### config.mk
export PLATFORM = sky130hd
export DESIGN_NAME = ask_demodulation
export DESIGN_NICKNAME = d
export VERILOG_FILES = /design/src/rtl/ask_pkg.sv /design/src/rtl/ask_symbol_integrator.sv /design/src/rtl/ask_demodulation.sv
export SDC_FILE = /design/constraint.sdc
export NUM_CORES = 1
export LEC_CHECK = 0
export CORE_MARGIN = 4
export CORE_UTILIZATION = 56
export CTS_CLUSTER_SIZE = 30
export DETAILED_ROUTE_END_ITERATION = 6
export PLACE_DENSITY = 0.82
export SYNTH_ARGS = -nofsm -noshare
export SYNTH_HDL_FRONTEND = slang
export SYNTH_SLANG_ARGS = --single-unit
### constraint.sdc
create_clock -name clk -period 6.19 [get_ports clk]
set_input_delay 1.857 -clock clk [delete_from_list [all_inputs] [get_ports clk]]
set_output_delay 1.857 -clock clk [all_outputs]
set_load 0.01 [all_outputs]
### src/rtl/ask_pkg.sv
// Shared types, defaults and width helper for the ASK demodulator.
package ask_pkg;

    localparam logic [15:0] MID_DEFAULT      = 16'h2710;
    localparam int          SYM_LOG2_DEFAULT = 9;

    typedef enum logic {
        IDLE,
        INTEG
    } state_t;

    // Wide enough for 2^sym_log2 full-scale 16-bit magnitudes.
    function automatic int acc_w(input int sym_log2);
        return 16 + sym_log2;
    endfunction

endpackage

### src/rtl/ask_symbol_integrator.sv
// Rectifies samples about the idle midpoint and integrates them over one symbol;
// flags the last sample of each symbol and exposes the running sum including it.
module ask_symbol_integrator
    import ask_pkg::*;
#(
    parameter logic [15:0] MID      = MID_DEFAULT,
    parameter int          SYM_LOG2 = SYM_LOG2_DEFAULT,
    parameter int          ACC_W    = acc_w(SYM_LOG2)
) (
    input  logic             clk,
    input  logic             reset,
    input  logic             run,
    input  logic [15:0]      din,
    output logic [ACC_W-1:0] sum,
    output logic             sym_end
);

    logic [15:0]         mag;
    logic [ACC_W-1:0]    acc;
    logic [SYM_LOG2-1:0] cnt;

    assign mag     = (din >= MID) ? din - MID : MID - din;
    assign sum     = acc + ACC_W'(mag);
    assign sym_end = run && (cnt == '1);

    // The last sample closes the old symbol; the next cycle starts a fresh one.
    always_ff @(posedge clk) begin
        if (reset || !run || sym_end) begin
            acc <= '0;
            cnt <= '0;
        end else begin
            acc <= sum;
            cnt <= cnt + SYM_LOG2'(1);
        end
    end

endmodule

### src/rtl/ask_demodulation.sv
// Non-coherent ASK demodulator: integrates rectified energy per symbol and slices it.
// Define ASK_DEMOD_AUTOTHR_EN for a threshold that tracks the last 1/0 energies.
module ask_demodulation
    import ask_pkg::*;
#(
    parameter logic [15:0] MID      = MID_DEFAULT,
    parameter int          SYM_LOG2 = SYM_LOG2_DEFAULT,
    parameter int unsigned THRESH   = 1_000_000,
    parameter int          ACC_W    = acc_w(SYM_LOG2)
) (
    input  logic             clk,
    input  logic             reset,
    input  logic             enable,
    input  logic [15:0]      din,
    output logic             dout,
    output logic             dout_valid,
    output logic [ACC_W-1:0] energy
);

    localparam logic [ACC_W-1:0] THR_INIT = ACC_W'(THRESH);

    state_t           state, state_nxt;
    logic             run;
    logic [ACC_W-1:0] sum;
    logic             sym_end;
    logic [ACC_W-1:0] thr;
    logic             decide;

    ask_symbol_integrator #(
        .MID      (MID),
        .SYM_LOG2 (SYM_LOG2),
        .ACC_W    (ACC_W)
    ) u_integrator (
        .clk     (clk),
        .reset   (reset),
        .run     (run),
        .din     (din),
        .sum     (sum),
        .sym_end (sym_end)
    );

    // NOTE: sequential state uses non-blocking assignments so every register samples pre-edge values.
    always_ff @(posedge clk) begin
        if (reset) state <= IDLE;
        else       state <= state_nxt;
    end

    // NOTE: every always_comb output gets a default first so no latch can be inferred.
    always_comb begin
        state_nxt = state;
        case (state)
            IDLE:    if (enable)  state_nxt = INTEG;
            INTEG:   if (!enable) state_nxt = IDLE;
            default: state_nxt = IDLE;
        endcase
    end

    // The first enabled cycle in IDLE already carries sample 0 of the symbol.
    always_comb begin
        run = 1'b0;
        case (state)
            IDLE:    run = enable;
            INTEG:   run = enable;
            default: run = 1'b0;
        endcase
    end

    assign decide = sum > thr;

    always_ff @(posedge clk) begin
        if (reset) begin
            dout       <= 1'b0;
            dout_valid <= 1'b0;
            energy     <= '0;
        end else begin
            dout_valid <= sym_end;
            if (sym_end) begin
                energy <= sum;
                dout   <= decide;
            end
        end
    end

`ifdef ASK_DEMOD_AUTOTHR_EN
    logic [ACC_W-1:0] e1, e0, e1_nxt, e0_nxt;
    logic [ACC_W:0]   thr_sum;

    // New threshold is the midpoint of the freshly updated 1/0 energy pair.
    always_comb begin
        e1_nxt = e1;
        e0_nxt = e0;
        if (decide) e1_nxt = sum;
        else        e0_nxt = sum;
        thr_sum = {1'b0, e1_nxt} + {1'b0, e0_nxt};
    end

    always_ff @(posedge clk) begin
        if (reset) begin
            e1  <= THR_INIT;
            e0  <= THR_INIT;
            thr <= THR_INIT;
        end else if (sym_end) begin
            e1  <= e1_nxt;
            e0  <= e0_nxt;
            thr <= thr_sum[ACC_W:1];
        end
    end
`else
    assign thr = THR_INIT;
`endif

endmodule

# --- Word level (Yosys, flattened, before mapping) ---
# Cells that the tools add are included.
# Widths: inputs -> output; s select.
classes:
  n_eq_ne: 1
  add_sub_neg: 4
  muxes: 1
  reduce_logical: 4
  n_lt_le_gt_ge: 2
op_table:
  columns: ["cell", "n"]
  rows:
  - ["$add 25x16->25", 1]
  - ["$gt 25x20->1 const B", 1]
  - ["$ge 16x14->1 const B", 1]
  - ["$mux 16", 1]
  - ["$sub 14x16->16 const A", 1]
  - ["$sub 16x14->16 const B", 1]
  - ["$add 9x1->9 const B", 1]
  - ["$eq 9x9->1 const B", 1]
  - ["$logic_or 1x1->1", 2]
  - ["$logic_and 1x1->1", 1]
  - ["$logic_not 1->1", 1]
word_totals:
  out_inout_bits: 27
  reg_bits: 61

# --- Longest topological paths before layout ---
logic_depth:
  word_depth: 4
  depth_mapped: 20
  mapped_depth_nobuf: 19

# --- Hierarchy ---
# Synthesis repeated with hierarchy kept, for this count alone.
hier_totals:
  hier_cells: 433
  hier_area_um2: 3734.8
modules_own_cells:
  columns: ["module", "seq_area_each_um2", "instances", "cells_each", "area_each_um2"]
  rows:
  - ["ask_symbol_integrator", 680.7, 1, 330, 2678.8]
  - ["ask_demodulation", 540.5, 1, 103, 1056.0]

# --- Worst setup path before layout ---
# No wires, ideal clock.
synth_path:
  path_type: "input to register"
  from: "in din[4]"
  to: "reg dout"
  setup_slack_ps: 474
  t_arrival_ps: 5598
  path_stages: 18
  setup_time_ps: 117
  path_cell_list: "inv_1 -> ha_1 -> or3b_4 -> a31oi_1 -> o21ai_1 -> a211o_1 -> clkbuf_1 -> a21oi_1 -> xnor2_1 -> ha_1 -> a21o_1 -> a221oi_2 -> o211a_1 -> nor3_2 -> o31ai_1 -> mux2i_1 -> nand4_1 -> a32o_1"
synth_between:
  elab_chain_cells: 4
  elab_cells_between_ends: 6
  cone_classes: "add/sub (3); order compare (2); mux (1)"
synth_lines:
  columns: ["item", "line", "text"]
  rows:
  - ["start, declared", "ask_demodulation.sv:14", "input logic [15:0] din,"]
  - ["$sub 14x16->16, or another cell as far along", "ask_symbol_integrator.sv:22", "assign mag = (din >= MID) ? din - MID : MID - din;"]
  - ["$mux 16 (*)", "ask_symbol_integrator.sv:22", null]
  - ["$add 25x16->25 (*)", "ask_symbol_integrator.sv:23", "assign sum = acc + ACC_W'(mag);"]
  - ["$gt 25x20->1 (*)", "ask_demodulation.sv:68", "assign decide = sum > thr;"]
  - ["end signal, assigned", "ask_demodulation.sv:79", "dout <= decide;"]
  - ["end, declared", "ask_demodulation.sv:15", "output logic dout,"]
# Every way passes the cells marked *; elsewhere a longest branch is shown, timed or not.
# A chain may end at the register's enable or synchronous reset.

# --- Final worst setup path ---
layout_path:
  from: "in din[5]"
  to: "reg dout"
# Same word-level chain as after synthesis.

==> metrics.md <==
| Metric | Value |
|---|---|
| Area Growth Syn to Fin | `27.8%` |
| Gr busiest metal | `met2` |
| DR vias | `3419` |
| Synth top area share | `between 30% and 40%` |
| Yosys top cell by area | `dfxtp_1` |
| Post-synth ARST share | `0%` |
| Mapped Area | `~3500 um^2` |
| Tightest Pin Transition | `0.972 ns` |
| Core ar. | `roughly 6000 um^2` |
| Sequential element share of the synthesized area | `between 30% and 40%` |
| EDFF count, synth | `0` |
| Die height | `87.5 um` |
| Maximum number of pins on one net before global-route repair | `35` |
| Pre-antenna DRT Iters | `7` |
| Post-synth top cells | `nor2_1 (82), dfxtp_1 (61), a21oi_1 (43)` |
| Initial detailed-routing violation count | `275` |
| R2R setup slack | `roughly 3.3 ns` |
| Layout fillers | `around 450` |
| Critical path origin | `din[5]` |
| ANT cells | `0` |
| Finished Core Util | `75.1%` |
| Post-synthesis register bit count | `61` |
| Reg2reg start | `u_integrator.acc[0]$_SDFF_PP0_` |
| Rel. slew slack | `about a third` |
| Final Cycle Share | `between 90% and 100%` |
| Setup Skew | `0.00801 ns` |
| Antenna Violating Nets Remaining | `0` |
| Worst setup margin | `between 0.1 and 0.15 ns` |
| Clock latency on the worst-skew pair | `approximately 0.34 ns` |
| Chip width | `87.5 um` |
| Layout Cells excl Fill | `596` |
| Slew Viols, Final | `0` |
| Hold Violations, Final | `0` |
| Placement Setup Slack | `-0.128 ns` |
| Met1 Track Usage GR | `between 30% and 40%` |
| CP max stage cell | `a211o_2` |
| Worst setup path endpoint | `dout$_SDFFE_PP0P_` |
| Net count, final | `~560` |
| WL final | `around 8900 um` |
| Worst path cell trace | `clkdlybuf4s50_1, inv_1, ha_1, or3b_4, a31oi_1, o21ai_1, a211o_2, a31oi_1, a41oi_2, buf_4, xnor2_1, ha_1, a2111o_1, a21oi_1, o21ai_1, a21oi_2, xor2_1, and3b_1, nand4_1, a32o_1` |
| Final HPWL DP | `~6400 um` |
| RD Place Congestion | `about 0.95` |
| Cell count after synthesis | `442` |
| Site Rows | `28` |
| Static leakage | `1.80 nW` |
| Crit start category | `primary input` |
| Minimum clock period | `around 6 ns` |
| Yosys warns | `0` |
| Initial Utilization | `58.8%` |
| Max Cap Viol | `0` |
| H-tree depth | `3` |
| Initial antenna violation count | `0` |
| Grt total ovfl | `0` |
| Top Ports | `46` |
| Tot GR Track Use | `24.2%` |
| Mean Syn Cell Area | `8.01 um^2` |
| Final setup vio count | `0` |
| IO buf count | `between 40 and 50` |
| Global-route wire length before repair | `14700 um` |
| Hold_buf cts | `0` |
| CTS root buf | `clkbuf_8` |
| Die area | `approximately 7700 um^2` |
| TritonCTS clock tree | `done` |
| Worst-path clk slew | `around 0.07 ns` |
| Distinct cell type count after synthesis | `54` |
| Vias in the first global route | `approximately 3.2k` |
| Failing checks | `DRC` |
| Worst-case clock buffer depth | `2` |
| Synth Flop Type | `dfxtp_1` |
| Post-route DRC | `1` |
| CP Data Required Time | `6.42 ns` |
| Crit path max fanout | `8` |
| Syn nets | `just under 500` |
| Worst setup EP type | `flop` |
| Fmax | `0.165 GHz` |
| Routed len/inst | `between 10 and 15 um` |
| Layout cells sized above 1 | `13.8%` |
| Status | `complete, but fails checks` |
| Met2 Use GR | `39.7%` |
| Power Total | `1.14 mW` |
| Detailed-route vias per instance | `around 5.7` |
| Worst setup path class | `in2reg` |
| Clock sinks | `61` |
| Peak VDD IR | `0.000243 V` |
| M3 GR Usage | `6.05%` |
| Unrepaired setup endpoints after global routing | `yes` |
| Count leader, synth | `nor2_1` |
| Worst flop-to-flop path endpoint | `dout$_SDFFE_PP0P_` |
| CP max stage delay | `0.43 ns` |
| CTS buffer count | `9` |
| Power per Cell Area | `~250 nW/um^2` |
| Worst reg-to-reg path cell count | `11` |
| Top cells by area, synth | `dfxtp_1 (34%), nor2_1 (8.7%), ha_1 (7.8%)` |
| Placed insts | `between 500 and 600` |
| HP Class | `reg2reg` |
| Critical path data arrival time | `roughly 6.3 ns` |
[cell families (layout without fill, tap and decap cells)]
kind of cell,Yosys count,after routing,share of synthesized area (%)
and+or+nand+nor,169,169,21.7
muxes,4,4,1.13
AOI/OAI and AO/OA,112,112,20.9
xor gates and xnor gates,40,40,9.89
buffers and inverters,33,112,3.53
adders and majority gates,23,23,8.34
DFF,61,61,34.5
[placed cells by master (no fill, tap or decap), types with 3 or more instances in the layout]
master / count
clkbuf_8: 9
o211a_1: 3
xor2_1: 14
buf_4: 40
nor2b_1: 4
inv_1: 11
a21o_1: 7
xnor2_1: 26
o21ai_1: 5
dfxtp_1: 61
nor3_1: 4
o211ai_1: 3
a211oi_1: 11
and3_1: 9
nand3_1: 10
nor2_1: 82
a31oi_1: 6
o21ai_0: 11
a21oi_1: 41
mux2i_1: 4
or3_1: 3
a311o_1: 3
and2_1: 4
ha_1: 22
nand2_1: 37
clkdlybuf4s50_1: 45
[metal layers]
layer / wire length [um] / part of all wire (%)
met3: 464 / 5.2
met2: 4220 / 48
met1: 4010 / 45
met5: 0 / 0
met4: 167 / 1.9
[power by group]
group          internal, mW  leakage, nW  switching (mW)  total (mW)
combinational         0.172         1.21           0.206       0.378
sequential            0.406        0.494         0.00570       0.412
clock                 0.187       0.0996           0.165       0.352
total                 0.765         1.80           0.376        1.14
[through the flow]
step	cell area, um^2	setup TNS (ns)	hold WS (ns)
5_1_grt	4530	0	0.481
2_1_floorplan	3540	0	0.413
3_3_place_gp	4290	-0.0726	0.425
4_1_cts	4480	0	0.463
3_5_place_dp	4290	-0.228	0.440
6_report	4530	0	0.458
[area by class of cell]
class / count / area [um^2] / area share, %
Clock inverter: 7 / 73.8 / 1.63
Sequential cell: 61 / 1220 / 27.0
Multi-Input combinational cell: 348 / 2220 / 49.1
Tap cell: 75 / 93.8 / 2.07
Timing Repair Buffer: 85 / 751 / 16.6
Inverter: 11 / 41.3 / 0.912
Clock buffer: 9 / 124 / 2.74
[critical path, delay by kind of cell]
| kind | cells | cell delay (ns) |
|---|---|---|
| buffers and inverters | 3 | 0.67 |
| AND/OR/NAND/NOR | 3 | 0.72 |
| adder cells (fa/ha/maj) | 2 | 0.54 |
| AO/OA/AOI/OAI | 10 | 2.13 |
| XOR/XNOR | 2 | 0.37 |
[registers in the layout, summed over array words and instances, names as in the netlist]
register	flops
energy	25
dout	1
dout_valid	1
u_integrator.cnt	9
u_integrator.acc	25
[worst min path at each step]
stage	start	to	slack (ns)	cells after the start
finish	u_integrator.cnt[0]$_SDFF_PP0_	u_integrator.cnt[0]$_SDFF_PP0_	0.46	1
global route	u_integrator.cnt[0]$_SDFF_PP0_	u_integrator.cnt[0]$_SDFF_PP0_	0.48	1
CTS	u_integrator.cnt[0]$_SDFF_PP0_	u_integrator.cnt[0]$_SDFF_PP0_	0.46	1
detailed placement	u_integrator.cnt[0]$_SDFF_PP0_	u_integrator.cnt[0]$_SDFF_PP0_	0.44	1
global placement	u_integrator.cnt[0]$_SDFF_PP0_	u_integrator.cnt[0]$_SDFF_PP0_	0.43	1
floorplan	u_integrator.cnt[0]$_SDFF_PP0_	u_integrator.cnt[0]$_SDFF_PP0_	0.41	1
[timing repair]
item	4_1_cts	5_1_grt
resized for setup	0	6
buffers inserted	0	2
setup endpoints to repair	0	2
No activity file was read; power rests on OpenSTA's default activity.
